[src/rtl/mem_wb_stage_pkg.sv]
// Shared encodings for the memory-access / write-back stage.
// Write-back source select, load/store width codes and the stage state type.
package mem_wb_stage_pkg;

    localparam logic [1:0] WB_ALU = 2'b00;
    localparam logic [1:0] WB_MEM = 2'b01;
    localparam logic [1:0] WB_PC4 = 2'b10;

    localparam logic [2:0] F3_B  = 3'b000;
    localparam logic [2:0] F3_H  = 3'b001;
    localparam logic [2:0] F3_W  = 3'b010;
    localparam logic [2:0] F3_BU = 3'b100;
    localparam logic [2:0] F3_HU = 3'b101;

    typedef enum logic {
        IDLE = 1'b0,
        BUSY = 1'b1
    } state_t;

    function automatic logic is_mem_op(input logic mem_w_en, input logic [1:0] wb_sel);
        return mem_w_en | (wb_sel == WB_MEM);
    endfunction

endpackage

[src/rtl/mem_wb_stage_lsu_align.sv]
// Byte-lane logic for the memory stage: store enables/data replication,
// load extraction with sign/zero extension, and misalignment detection.
module mem_wb_stage_lsu_align
    import mem_wb_stage_pkg::*;
(
    input  logic [2:0]  st_func3,
    input  logic [1:0]  st_addr,
    input  logic [31:0] st_data,
    output logic [3:0]  st_be,
    output logic [31:0] st_wdata,
    output logic        misaligned,
    input  logic [2:0]  ld_func3,
    input  logic [1:0]  ld_addr,
    input  logic [31:0] ld_rdata,
    output logic [31:0] ld_data
);

    logic [7:0]  byte_sel;
    logic [15:0] half_sel;

    always_comb begin
        st_be    = 4'b1111;
        st_wdata = st_data;
        case (st_func3)
            F3_B: begin
                st_be    = 4'b0001 << st_addr;
                st_wdata = {4{st_data[7:0]}};
            end
            F3_H: begin
                st_be    = st_addr[1] ? 4'b1100 : 4'b0011;
                st_wdata = {2{st_data[15:0]}};
            end
            default: ;
        endcase
    end

    // Byte accesses never fault; halves need even addresses; everything else is word-sized.
    always_comb begin
        misaligned = (st_addr != 2'b00);
        case (st_func3)
            F3_B, F3_BU: misaligned = 1'b0;
            F3_H, F3_HU: misaligned = st_addr[0];
            default:     ;
        endcase
    end

    always_comb begin
        case (ld_addr)
            2'd0:    byte_sel = ld_rdata[7:0];
            2'd1:    byte_sel = ld_rdata[15:8];
            2'd2:    byte_sel = ld_rdata[23:16];
            default: byte_sel = ld_rdata[31:24];
        endcase
        half_sel = ld_addr[1] ? ld_rdata[31:16] : ld_rdata[15:0];
    end

    always_comb begin
        ld_data = ld_rdata;
        case (ld_func3)
            F3_B:    ld_data = {{24{byte_sel[7]}}, byte_sel};
            F3_H:    ld_data = {{16{half_sel[15]}}, half_sel};
            F3_BU:   ld_data = {24'b0, byte_sel};
            F3_HU:   ld_data = {16'b0, half_sel};
            default: ;
        endcase
    end

endmodule

[src/rtl/mem_wb_stage.sv]
// RISC-V memory-access / write-back stage: issues data-memory req/ack accesses,
// aligns load data and drives the single register-file write port.
//
// state | meaning
// IDLE  | accepting a new instruction every cycle
// BUSY  | memory access outstanding, upstream stalled, waiting for ack or timeout
module mem_wb_stage
    import mem_wb_stage_pkg::*;
#(
    parameter int TIMEOUT_CYC = 255
)
(
    input  logic        clk,
    input  logic        rst,
    input  logic [31:0] i_alu_result,
    input  logic [31:0] i_reg2,
    input  logic [31:0] i_pc4,
    input  logic [2:0]  i_func3,
    input  logic        i_mem_w_en,
    input  logic [1:0]  i_wb_sel,
    input  logic        i_wb_en,
    input  logic [4:0]  i_w_idx,
    output logic        o_stall,
    output logic        o_dmem_req,
    output logic        o_dmem_we,
    output logic [31:0] o_dmem_addr,
    output logic [31:0] o_dmem_wdata,
    output logic [3:0]  o_dmem_be,
    input  logic        i_dmem_ack,
    input  logic [31:0] i_dmem_rdata,
    output logic        o_wr_en,
    output logic [4:0]  o_wr_idx,
    output logic [31:0] o_wr_data,
    output logic        o_misaligned,
    output logic        o_bus_err
);

    localparam bit TO_EN = (TIMEOUT_CYC > 0);
    localparam int CNT_W = (TIMEOUT_CYC > 1) ? $clog2(TIMEOUT_CYC) : 1;
    localparam logic [CNT_W-1:0] CNT_LOAD = TO_EN ? CNT_W'(TIMEOUT_CYC - 1) : '0;

    state_t           state;
    state_t           state_nxt;
    logic [CNT_W-1:0] wait_cnt;
    logic [2:0]       lat_func3;
    logic [1:0]       lat_addr;
    logic [4:0]       lat_rd;
    logic             lat_wb_en;
    logic             lat_we;

    logic             mem_op;
    logic             misaligned;
    logic             expire;
    logic [3:0]       st_be;
    logic [31:0]      st_wdata;
    logic [31:0]      ld_data;

    mem_wb_stage_lsu_align u_align (
        .st_func3   (i_func3),
        .st_addr    (i_alu_result[1:0]),
        .st_data    (i_reg2),
        .st_be      (st_be),
        .st_wdata   (st_wdata),
        .misaligned (misaligned),
        .ld_func3   (lat_func3),
        .ld_addr    (lat_addr),
        .ld_rdata   (i_dmem_rdata),
        .ld_data    (ld_data)
    );

    assign mem_op  = is_mem_op(i_mem_w_en, i_wb_sel);
    // Down-counter hits zero on the last permitted wait cycle; ack in that cycle still wins.
    assign expire  = TO_EN && (wait_cnt == '0);
    assign o_stall = (state == BUSY);

    always_comb begin
        state_nxt = state;
        case (state)
            IDLE:    if (mem_op && !misaligned) state_nxt = BUSY;
            BUSY:    if (i_dmem_ack || expire)  state_nxt = IDLE;
            default: state_nxt = IDLE;
        endcase
    end

    always_ff @(posedge clk) begin
        if (rst) begin
            state        <= IDLE;
            wait_cnt     <= '0;
            lat_func3    <= '0;
            lat_addr     <= '0;
            lat_rd       <= '0;
            lat_wb_en    <= 1'b0;
            lat_we       <= 1'b0;
            o_dmem_req   <= 1'b0;
            o_dmem_we    <= 1'b0;
            o_dmem_addr  <= '0;
            o_dmem_wdata <= '0;
            o_dmem_be    <= '0;
            o_wr_en      <= 1'b0;
            o_wr_idx     <= '0;
            o_wr_data    <= '0;
            o_misaligned <= 1'b0;
            o_bus_err    <= 1'b0;
        end else begin
            state        <= state_nxt;
            o_wr_en      <= 1'b0;
            o_misaligned <= 1'b0;
            o_bus_err    <= 1'b0;
            case (state)
                IDLE: begin
                    if (mem_op) begin
                        if (misaligned) begin
                            o_misaligned <= 1'b1;
                        end else begin
                            lat_func3    <= i_func3;
                            lat_addr     <= i_alu_result[1:0];
                            lat_rd       <= i_w_idx;
                            lat_wb_en    <= i_wb_en;
                            lat_we       <= i_mem_w_en;
                            wait_cnt     <= CNT_LOAD;
                            o_dmem_req   <= 1'b1;
                            o_dmem_we    <= i_mem_w_en;
                            o_dmem_addr  <= {i_alu_result[31:2], 2'b00};
                            o_dmem_wdata <= i_mem_w_en ? st_wdata : 32'b0;
                            o_dmem_be    <= i_mem_w_en ? st_be : 4'b1111;
                        end
                    end else begin
                        o_wr_en   <= i_wb_en && (i_w_idx != 5'd0);
                        o_wr_idx  <= i_w_idx;
                        o_wr_data <= (i_wb_sel == WB_PC4) ? i_pc4 : i_alu_result;
                    end
                end
                BUSY: begin
                    if (i_dmem_ack || expire) begin
                        o_dmem_req   <= 1'b0;
                        o_dmem_we    <= 1'b0;
                        o_dmem_addr  <= '0;
                        o_dmem_wdata <= '0;
                        o_dmem_be    <= '0;
                        if (i_dmem_ack) begin
                            if (!lat_we) begin
                                o_wr_en   <= lat_wb_en && (lat_rd != 5'd0);
                                o_wr_idx  <= lat_rd;
                                o_wr_data <= ld_data;
                            end
                        end else begin
                            o_bus_err <= 1'b1;
                        end
                    end else begin
                        wait_cnt <= wait_cnt - 1'b1;
                    end
                end
                default: ;
            endcase
        end
    end

endmodule

[config.mk]
export PLATFORM = sky130hd
export DESIGN_NAME = mem_wb_stage
export DESIGN_NICKNAME = d
export VERILOG_FILES = /design/src/rtl/mem_wb_stage_pkg.sv /design/src/rtl/mem_wb_stage_lsu_align.sv /design/src/rtl/mem_wb_stage.sv
export SDC_FILE = /design/constraint.sdc
export NUM_CORES = 1
export LEC_CHECK = 0
export BUFFER_PORTS_ARGS = -buffer_cell sky130_fd_sc_hd__clkbuf_2
export CORE_MARGIN = 2
export CORE_UTILIZATION = 30
export DETAILED_ROUTE_END_ITERATION = 10
export SYNTH_ARGS = -nofsm -noshare
export SYNTH_HDL_FRONTEND = slang
export SYNTH_SLANG_ARGS = --single-unit
[constraint.sdc]
create_clock -name clk -period 4.21 [get_ports clk]
set_input_delay 0.842 -clock clk [delete_from_list [all_inputs] [get_ports clk]]
set_output_delay 0.842 -clock clk [all_outputs]
set_load 0.05 [all_outputs]
==> results.txt, run 1 <==
Outcome - finished clean
Initial Utilization - 30.6%
Clock Power Share - 40.5%
Peak VDD IR - 0.229 mV
Power per Cell Area - 458 nW/um^2
Final setup violation count - 0
Tmin final - 2.76 ns
Cts bufs inserted - 17
Seq cells post-synth - 129
Avg Vias per Cell - 5.34
Area of the core - 20300 sq um
CP Capture Type - flop
DP Cell Count - 1133
TritonCTS clock tree - built
GRT Util Overall - 19.8%
P&R area growth vs syn - 33.6%
WL per Instance - 18.9 um
Nets@finish - 1027
Initial DRC count - 363
Final wirelength - 22100 um
Worst hold-check path type - reg2reg
Comb pwr share - 22.8%
Count of pins over their slew limit - 0
CP Max Fanout - 54
Sequential power share - 36.7%
Fin. Hold Viols - 0
Critical Path RT - 4.57 ns
First-pass GRT wire length - 33900 um
Worst slew pin tran - 0.973 ns
Antenna Cells - 0
Vias in the first global route - 5908
Ys flop type - dfxtp_1
P_int - 2.49 mW
Async S/R FF share, synth - 0%
Hpwl dp - 16100 um
Area of the die - 21900 sq um
PortBufs - 251
I/O pins - 254
Overflow after GRT - 0
Clk slew on worst S/H paths - 0.06 ns
Synth Warn # - 0
P_sw - 1.31 mW
Number of cells produced by synthesis - 656
Longest Clk Path Bufs - 2
Total power - 3.80 mW
H-tree depth - 4
Die height - 148 um
Synth Area per Inst - 9.47 sq um
Setup_tns - 0 ns
Finished Layout Cells - 1165
Lkg Pwr - 3.61 nW
Antenna viol nets, final - 0
Crit Path Class - reg2reg
Fmax - 362 MHz
DRT Pass-1 Iters - 5
RePlAce Congestion - 0.786
Final Skew - 0.0119 ns
Final Cycle Share - 65.7%
Most frequent cells in the layout - 251 x clkbuf_2, 128 x dfxtp_1, 75 x nand2_1
# resized after CTS - 0
Initial antenna violation count - 0
RSZ-0062 raised after global routing - no
Clock Latency Late Sink - 0.43 ns
Synthesized area - 6210 sq um
Detailed-route via count - 6220
Commonest non-fill, non-tap cell in the layout - clkbuf_2
Startpoint Class - flop
Post-CTS setup buffers - 0
Maximum capacitance violations - 0
Utilization after layout - 40.9%
Share of layout cells above drive strength 1 - 36.9%
Synth unique cells - 58
Normalized max-slew margin - 34.9%
Area post-placement - 7690 sq um
Clock tree sinks - 129
DRC Markers - 0
Post-synth EDFFs - 0
Worst EP arrival - 3.13 ns
Die W - 148 um
Clock root buffer - clkbuf_16
Sw frac - 34.4%
Design area - 8300 sq um
CTS Hold Buffers Added - 0
Sequential-to-total area share from yosys stat - 41.6%
Row Count - 52
Largest net degree at the start of global routing - 55
[power groups by stage]
stage | logic [mW] | registers, mW | clock network [mW]
floorplan | 0.343 | 1.67 | 0
finish | 0.867 | 1.39 | 1.54
CTS | 0.873 | 1.39 | 1.58
global route | 0.929 | 1.41 | 1.63
global placement | 0.868 | 1.42 | 0
detailed placement | 0.870 | 1.42 | 0
[logic make-up after synthesis]
group | Yosys count | synth area share (%)
and+or+nand+nor | 181 | 14.9
DFF | 129 | 41.6
AOI/OAI and AO/OA | 218 | 28.8
muxes | 55 | 9.19
other | 1 | 0.0604
buffers and inverters | 67 | 4.63
adders and majority gates | 2 | 0.403
xor gates and xnor gates | 3 | 0.423
[area by class of cell]
class                      instances  area (sq um)
multi-input combinational        461          3360
clock buffer                      18           439
clock inverter                    14           166
inverter                           6          22.5
fill                            2080         12000
timing repair buffer             267          1390
sequential                       129          2580
tap                              270           338
[cell usage after synthesis, drive strengths merged, types with 12 or more instances]
cell	instances	area, sq um
clkbuf	31	118
buf	30	148
nor2	24	90.1
o21ai	14	70.1
mux2i	48	480
o2bb2ai	12	105
or3	22	140
o211ai	21	158
a21oi	16	80.1
nand2b	24	150
a22o	50	438
dfxtp	129	2580
a211oi	12	90.1
nand2	75	282
a221oi	41	359
o311ai	16	140
[registers in the layout, indices dropped and copies added, names as in the netlist]
| register | flops |
|---|---|
| o_wr_idx | 5 |
| o_dmem_req | 1 |
| o_dmem_addr | 30 |
| o_dmem_be | 4 |
| lat_func3 | 3 |
| o_bus_err | 1 |
| lat_wb_en | 1 |
| wait_cnt | 8 |
| o_misaligned | 1 |
| o_dmem_wdata | 32 |
| o_stall | 1 |
| o_dmem_we | 1 |
| lat_addr | 2 |
| o_wr_en | 1 |
| lat_we | 1 |
| lat_rd | 5 |
| o_wr_data | 32 |
[layer usage]
layer	vias up	part of all wire [%]	global-route usage, %
li1	3001	-	-
met1	2953	44	25.8
met2	246	47	32.1
met3	20	7.7	5.65
met4	0	1.5	5.67
met5	-	0	0
[critical path, stage by stage (launching register included)]
cell,delay [ns]
dfxtp_2,0.97
nand3b_1,0.14
buf_4,0.26
o31a_1,0.13
buf_4,0.20
nor3_1,0.73
a221o_1,0.27
[stage by stage]
step | setup WS, ns | hold WS, ns
detailed placement | 1.22 | 0.447
global route | 1.19 | 0.483
floorplan | 2.01 | 0.437
finish | 1.45 | 0.458
global placement | 1.27 | 0.444
CTS | 1.41 | 0.460
[worst paths after layout]
| path | start | to | cells past startpoint | slack [ns] |
|---|---|---|---|---|
| min | lat_wb_en$_SDFFE_PP0P_ | lat_wb_en$_SDFFE_PP0P_ | 2 | 0.46 |
| min reg2reg | lat_wb_en$_SDFFE_PP0P_ | lat_wb_en$_SDFFE_PP0P_ | 2 | 0.46 |
| max reg2reg | o_stall$_SDFF_PP0_ | o_wr_data[1]$_SDFFE_PP0P_ | 6 | 1.45 |
| max | o_stall$_SDFF_PP0_ | o_wr_data[1]$_SDFFE_PP0P_ | 6 | 1.45 |
(Power assumes the default switching activity.)
==> inputs of run 2 (changes only) <==
--- a/config.mk
+++ b/config.mk
@@ -5,6 +5,7 @@
 export SDC_FILE = /design/constraint.sdc
 export NUM_CORES = 1
 export LEC_CHECK = 0
+export ABC_AREA = 1
 export BUFFER_PORTS_ARGS = -buffer_cell sky130_fd_sc_hd__clkbuf_2
 export CORE_MARGIN = 2
 export CORE_UTILIZATION = 30
==> constraint.sdc (replaced) <==
create_clock -name clk -period 2.8 [get_ports clk]
set_input_delay 0.56 -clock clk [delete_from_list [all_inputs] [get_ports clk]]
set_output_delay 0.56 -clock clk [all_outputs]
set_load 0.05 [all_outputs]
==> run 2 against run 1 <==
Against the previous run: sequential share of layout area down 1.3 points; combinational power up 93%; die area up 8.1%; clock power up 44%; critical path depth up 3; flip-flop and latch count unchanged; clock skew down 0.0010 ns; synthesized area up 8.3%; synthesized cell count up 53%; worst setup slack worse by 0.69 ns; via count up 20%; critical endpoint is now o_dmem_wdata[4]$_SDFFE_PP0P_.
==> results.txt, run 2 <==
Clk slew on worst S/H paths - 0.06 ns (about the same)
Async S/R FF share, synth - 0% (unchanged)
Overflow after GRT - 0 (unchanged)
Worst hold-check path type - in2reg
Antenna viol nets, final - 0 (unchanged)
Count of pins over their slew limit - 0 (unchanged)
Startpoint Class - flop
DRC Markers - 0 (unchanged)
Yosys top cell by area - dfxtp_1
Synthesized area - 6730 sq um (+8.3%)
Cts bufs inserted - 17 (unchanged)
TritonCTS clock tree - built
Final worst setup slack - 0.753 ns (-0.693 ns)
Total power - 6.00 mW (+58%)
Lkg Pwr - 4.19 nW (+16%)
Area taken by multi-input logic gates - 3450 sq um (+2.6%)
WL per Instance - 16.8 um (-11%)
CP Capture Type - flop
RSZ-0062 raised after global routing - no
Largest family of logic cells by synthesized area - simple AND/OR/NAND/NOR gates
Final Cycle Share - 73.1% (+7.4 points)
Initial DRC count - 626 (+72%)
Synth top area cells - dfxtp_1 38%, nand2_1 15%, a21oi_1 11%, o21ai_0 6.6%, nand3_1 5.1%
P&R area growth vs syn - 28.5%
WHS Path Cells - 3 (+1)
Routed length on met2 - 11100 um (+7.5%)
Clock tree sinks - 129 (unchanged)
Nets@finish - 1366 (+33%)
RePlAce Congestion - 0.915 (+16%)
Die height - 154 um (+4.0%)
PortBufs - 251 (unchanged)
Sequential-to-total area share from yosys stat - 38.4% (-3.2 points)
Simple-gate area share of the yosys netlist - 29.5% (+15 points)
GRT Util Overall - 21.0% (+1.2 points)
Final wirelength - 25400 um (+15%)
H-tree depth - 4 (unchanged)
# resized after CTS - 0 (unchanged)
Reg area - 2580 sq um (about the same)
Fillers - 2397 (+15%)
Fin. Hold Viols - 0 (unchanged)
Area of the core - 21900 sq um (+7.8%)
Critical Path RT - 3.15 ns (-1.42 ns)
Synth Area per Inst - 6.71 sq um (-29%)
Peak VDD IR - 0.398 mV (+74%)
Worst reg-to-reg path cell count - 9 (+3)
Outcome - finished clean
Most frequent cell after synthesis - nand2_1
Max layer used - met4
Area of the die - 23600 sq um (+8.1%)
Setup_tns - 0 ns (unchanged)
Synth Area in Compound Gates - 21.2% (-7.6 points)
Normalized max-slew margin - 39.8% (+4.9 points)
Adder-cell share of the synthesized area - 0.372% (-0.031 points)
CP Max Fanout - 61 (+13%)
I/O pins - 254 (unchanged)
Post-CTS setup buffers - 0 (unchanged)
Top cell types by occurrence after synthesis - 270 x nand2_1, 150 x a21oi_1, 129 x dfxtp_1
Worst EP arrival - 2.39 ns (-0.74 ns)
Hpwl dp - 18700 um (+16%)
Share of layout cells above drive strength 1 - 27.4% (-9.5 points)
Clock Latency Late Sink - 0.42 ns (about the same)
Detailed-route via count - 7434 (+20%)
Final setup violation count - 0 (unchanged)
Power per Cell Area - 694 nW/um^2 (+52%)
Die W - 154 um (+4.0%)
Number of cells produced by synthesis - 1003 (+53%)
Row Count - 54 (+3.8%)
Synth top area share - 38.4% (-3.2 points)
Tmin final - 2.05 ns (-0.717 ns)
Xor and xnor area share after synthesis - 0% (-0.42 points)
Commonest non-fill, non-tap cell in the layout - nand2_1
Largest net degree at the start of global routing - 78 (+42%)
First-pass GRT wire length - 38900 um (+15%)
Maximum capacitance violations - 0 (unchanged)
Avg Vias per Cell - 4.91 (-8.0%)
Ys flop type - dfxtp_1
Crit Path Class - reg2reg
Worst slew pin tran - 0.903 ns (-0.0700 ns)
Setup slack at placement - 0.483 ns (-0.733 ns)
Post-synth EDFFs - 0 (unchanged)
Longest Clk Path Bufs - 2 (unchanged)
Most frequent cells in the layout - 269 x nand2_1, 251 x clkbuf_2, 150 x a21oi_1
Synth unique cells - 34 (-41%)
Initial antenna violation count - 1 (+1)
Fmax - 489 MHz (+35%)
CTS Hold Buffers Added - 0 (unchanged)
Register-to-register setup slack - 0.75 ns (-0.69 ns)
DRT Pass-1 Iters - 5 (unchanged)
Seq cells post-synth - 129 (unchanged)
Clock root buffer - clkbuf_16
Top flop regs - o_dmem_wdata: 32 flops, o_wr_data: 32 flops, o_dmem_addr: 30 flops
Final Skew - 0.0109 ns (-0.00103 ns)
Met3 wire length - 1530 um (-9.9%)
Initial Utilization - 30.7% (+0.14 points)
Metal-1 WL - 11700 um (+21%)
Vias in the first global route - 6911 (+17%)
Post-synthesis mux area share - 0% (-9.2 points)
Synth Warn # - 0 (unchanged)
==> run 2: cell count changes in the layout (fill, tap and decap cells not counted), sizes merged, moves of 50 or more <==
cell | previous run | this run
o21ai | 14 | 89
a22o | 50 | 0
nand2 | 75 | 276
a21oi | 16 | 151
nand3 | 0 | 69
inv | 14 | 76
==> run 2: area by class of cell <==
| type | instances | area share [%] |
|---|---|---|
| Multi-Input combinational cell | 729 | 39.9 |
| Sequential cell | 129 | 29.9 |
| Timing Repair Buffer | 268 | 16.2 |
| Clock buffer | 18 | 5.08 |
| Tap cell | 280 | 4.05 |
| Inverter | 76 | 3.36 |
| Clock inverter | 13 | 1.59 |
| Antenna cell | 1 | 0.0289 |
==> run 2: worst paths after layout <==
path	endpoint	start
worst max-delay path	o_dmem_wdata[4]$_SDFFE_PP0P_	wait_cnt[0]$_SDFFE_PP0P_
worst min-delay path	o_dmem_addr[18]$_SDFFE_PP0P_	i_alu_result[18]
worst max register to register	o_dmem_wdata[4]$_SDFFE_PP0P_	wait_cnt[0]$_SDFFE_PP0P_
worst min register to register	wait_cnt[0]$_SDFFE_PP0P_	wait_cnt[0]$_SDFFE_PP0P_
==> run 2: report_power, final <==
group	internal [mW]	switching (mW)
clock	1.33	0.894
combinational	0.451	1.22
sequential	2.00	0.103
==> run 2: logic make-up after synthesis <==
kind of cell | after synthesis
flip-flops | 129
AND/OR/NAND/NOR | 455
AO/OA/AOI/OAI | 270
other | 1
adder cells (fa/ha/maj) | 2
buffers and inverters | 146
==> run 2: metal layers <==
metal  vias to the layer above  GRT usage (%)
met5                         -              0
met4                         0           9.57
met3                        52           4.76
met2                       250           31.8
met1                      3399           28.6
li1                       3733              -
==> run 2: worst max-delay path, cell delays in order, from the launching register on <==
cell     delay (ns)
dfxtp_1        0.32
inv_1          0.09
ha_1           0.21
nand2_1        0.08
nor2_1         0.06
nor2_1         0.11
nand2_2        0.20
nand2_4        0.61
nand2_1        0.12
a21oi_1        0.15
==> run 2: per-stage QoR <==
step | std cells | util, % | cell area (sq um) | hold WS (ns)
final | 1514 | 39.5 | 8650 | 0.380
after floorplan | 1004 | - | 6730 | 0.403
after global placement | 1482 | 36.8 | 8070 | 0.412
after global routing | 1513 | 39.5 | 8640 | 0.380
after detailed placement | 1482 | 36.8 | 8070 | 0.420
after CTS | 1513 | 39.5 | 8640 | 0.359
==> inputs of run 3 (changes only) <==
--- a/config.mk
+++ b/config.mk
@@ -5,7 +5,7 @@
 export SDC_FILE = /design/constraint.sdc
 export NUM_CORES = 1
 export LEC_CHECK = 0
-export ABC_AREA = 1
+export ABC_AREA = 0
 export BUFFER_PORTS_ARGS = -buffer_cell sky130_fd_sc_hd__clkbuf_2
 export CORE_MARGIN = 2
 export CORE_UTILIZATION = 30
==> constraint.sdc (replaced) <==
create_clock -name clk -period 1.8 [get_ports clk]
set_input_delay 0.36 -clock clk [delete_from_list [all_inputs] [get_ports clk]]
set_output_delay 0.36 -clock clk [all_outputs]
set_load 0.05 [all_outputs]
==> run 3 against run 2 <==
Against the previous run: hold slack got worse by 0.22 ns; non-clock buffer count increased by 55; first-iteration DRC count decreased by 39%; maximum frequency increased by 18%; combinational power increased by 37%; sequential share of layout area decreased by 0.86 points; die area decreased by 7.5%; total power increased by 54%; critical endpoint is now wait_cnt[0]$_SDFFE_PP0P_; highest routed layer is now met5.
==> results.txt, run 3 (synthesis gave the netlist of run 1 again) <==
Row Count - 52 (-3.7%)
P&R area growth vs syn - 43.8%
Crit Path Class - reg2reg
Detailed-route via count - 6433 (-13%)
Clock root buffer - clkbuf_16
Worst EP arrival - 2.07 ns (-0.32 ns)
Top flop regs - o_dmem_wdata: 32 flops, o_wr_data: 32 flops, o_dmem_addr: 30 flops
Clk slew on worst S/H paths - 0.06 ns (about the same)
Setup slack at placement - -0.126 ns (-0.609 ns)
Clock Latency Late Sink - 0.42 ns (about the same)
Hold Path End - o_dmem_addr[27]$_SDFFE_PP0P_
Initial Utilization - 30.6% (-0.14 points)
I/O pins - 254 (unchanged)
GRT Util Overall - 20.3% (-0.71 points)
Reg-to-reg endpoint - wait_cnt[0]$_SDFFE_PP0P_
Fin. Hold Viols - 0 (unchanged)
Clock Power Share - 40.4% (+3.4 points)
DRC Markers - 0 (unchanged)
Final wirelength - 22700 um (-11%)
Clock tree sinks - 129 (unchanged)
Vias in the first global route - 6239 (-9.7%)
First-pass GRT wire length - 34800 um (-11%)
Count of pins over their slew limit - 0 (unchanged)
Fmax - 575 MHz (+18%)
Worst slew pin tran - 0.536 ns (-0.367 ns)
Comb pwr share - 24.7% (-3.2 points)
Worst reg-to-reg path cell count - 4 (-5)
WL per Instance - 18.6 um (+11%)
P_int - 6.27 mW (+66%)
Worst hold-check path type - in2reg
DRT Pass-1 Iters - 5 (unchanged)
Top Usage Layer GRT - met2
Area of the die - 21900 sq um (-7.5%)
GRT met1 Usage - 26.4% (-2.2 points)
Avg Vias per Cell - 5.27 (+7.3%)
Maximum capacitance violations - 0 (unchanged)
Largest net degree at the start of global routing - 44 (-44%)
Register-to-register setup slack - 0.06 ns (-0.69 ns)
WHS Path Cells - 2 (-1)
Lkg Pwr - 3.96 nW (-5.4%)
Startpoint Class - flop
Reg area - 2590 sq um (+0.29%)
H-tree depth - 4 (unchanged)
Power per Cell Area - 1040 nW/um^2 (+49%)
Area taken by multi-input logic gates - 3440 sq um (-0.33%)
Critical Path RT - 2.13 ns (-1.02 ns)
CP startpoint - wait_cnt[3]$_SDFFE_PP0P_
Share of layout cells above drive strength 1 - 42.3% (+15 points)
Hpwl dp - 17100 um (-8.7%)
P_sw - 2.99 mW (+35%)
Fillers - 2058 (-14%)
Most frequent cells in the layout - 251 x clkbuf_2, 125 x dfxtp_1, 75 x nand2_1
RSZ-0062 raised after global routing - yes
Final Skew - 0.0145 ns (+0.00367 ns)
Final Cycle Share - 96.7% (+24 points)
R2r startpoint - wait_cnt[3]$_SDFFE_PP0P_
Longest Clk Path Bufs - 2 (unchanged)
Sequential power share - 34.8% (-0.3 points)
Final worst setup slack - 0.0594 ns (-0.694 ns)
CP Capture Type - flop
Initial DRC count - 381 (-39%)
Die W - 148 um (-3.8%)
CP Max Fanout - 4 (-93%)
Nets@finish - 1083 (-21%)
Overflow after GRT - 0 (unchanged)
Outcome - finished clean
HP Start - i_alu_result[27]
Commonest non-fill, non-tap cell in the layout - clkbuf_2
Peak VDD IR - 0.538 mV (+35%)
Total power - 9.26 mW (+54%)
Sw frac - 32.3% (-4.7 points)
Area of the core - 20300 sq um (-7.3%)
Initial antenna violation count - 3 (+2)
TritonCTS clock tree - built
Grt met3 use - 5.62% (+0.85 points)
PortBufs - 251 (unchanged)
Antenna viol nets, final - 0 (unchanged)
Normalized max-slew margin - 63.8% (+24 points)
Final setup violation count - 0 (unchanged)
Tmin final - 1.74 ns (-0.306 ns)
Cts bufs inserted - 17 (unchanged)
Die height - 148 um (-3.8%)
RePlAce Congestion - 0.797 (-13%)
Routing usage on met2 - 33.1% (+1.2 points)
## run 3: cell types whose count changed in the layout (fill, tap and decap cells not counted), sizes merged, moves of 48 or more
cell / previous run / this run
inv: 76 / 7
nand3: 69 / 0
o21ai: 89 / 14
mux2i: 0 / 48
buf: 17 / 72
a21oi: 151 / 16
nand2: 276 / 75
a22o: 0 / 50
## run 3: repair_timing
item	in CTS	in global routing
hold buffers	0	0
setup buffers	0	5
pin swaps	0	5
endpoints found under the setup margin	8	89
gates resized for setup	6	18
## run 3: final cells by class
class                           instances  area share (%)
Multi-Input combinational cell        461            38.5
Sequential cell                       129            29.0
Timing Repair Buffer                  323            21.3
Clock buffer                           19            5.07
Tap cell                              270            3.78
Clock inverter                         12            2.05
Inverter                                6           0.252
Antenna cell                            1          0.0280
## run 3: critical path: stages, from the launching register on
cell and delay, ns:
dfxtp_1 0.31, or4_4 0.54, o311a_4 0.38, or3_1 0.31
a21oi_1 0.12
## run 3: worst max-delay path by stage
stage / to / slack [ns] / depth (start not counted)
global placement: o_wr_data[4]$_SDFFE_PP0P_ / -0.05 / 5
global route: o_dmem_addr[8]$_SDFFE_PP0P_ / -0.04 / 7
floorplan: o_dmem_addr[10]$_SDFFE_PP0P_ / 0.02 / 6
detailed placement: o_wr_data[0]$_SDFFE_PP0P_ / -0.13 / 5
CTS: o_wr_data[0]$_SDFFE_PP0P_ / -0.01 / 5
finish: wait_cnt[0]$_SDFFE_PP0P_ / 0.06 / 4
## run 3: per-stage QoR
stage | area [sq um] | setup TNS (ns) | utilization, % | hold WS (ns) | cells
after floorplan | 6220 | 0 | - | 0.437 | 657
after global placement | 8160 | -1.29 | 40.2 | 0.434 | 1184
after detailed placement | 8160 | -4.62 | 40.2 | 0.443 | 1184
after CTS | 8830 | -0.0105 | 43.5 | 0.147 | 1215
after global routing | 8930 | -0.732 | 44.0 | 0.148 | 1221
final | 8930 | 0 | 44.0 | 0.163 | 1221
## run 3: metal layers
layer	wire, um	vias up
met1	9890	3052
met3	1690	20
met2	10800	255
met5	13	-
met4	353	2
li1	-	3104
## run 3: power groups by stage
stage	sequential [mW]	clock, mW	combinational, mW
finish	3.22	3.75	2.29
global route	3.25	3.97	2.45
global placement	3.28	0	2.24
CTS	3.22	3.82	2.27
detailed placement	3.28	0	2.25
floorplan	3.90	0	0.803
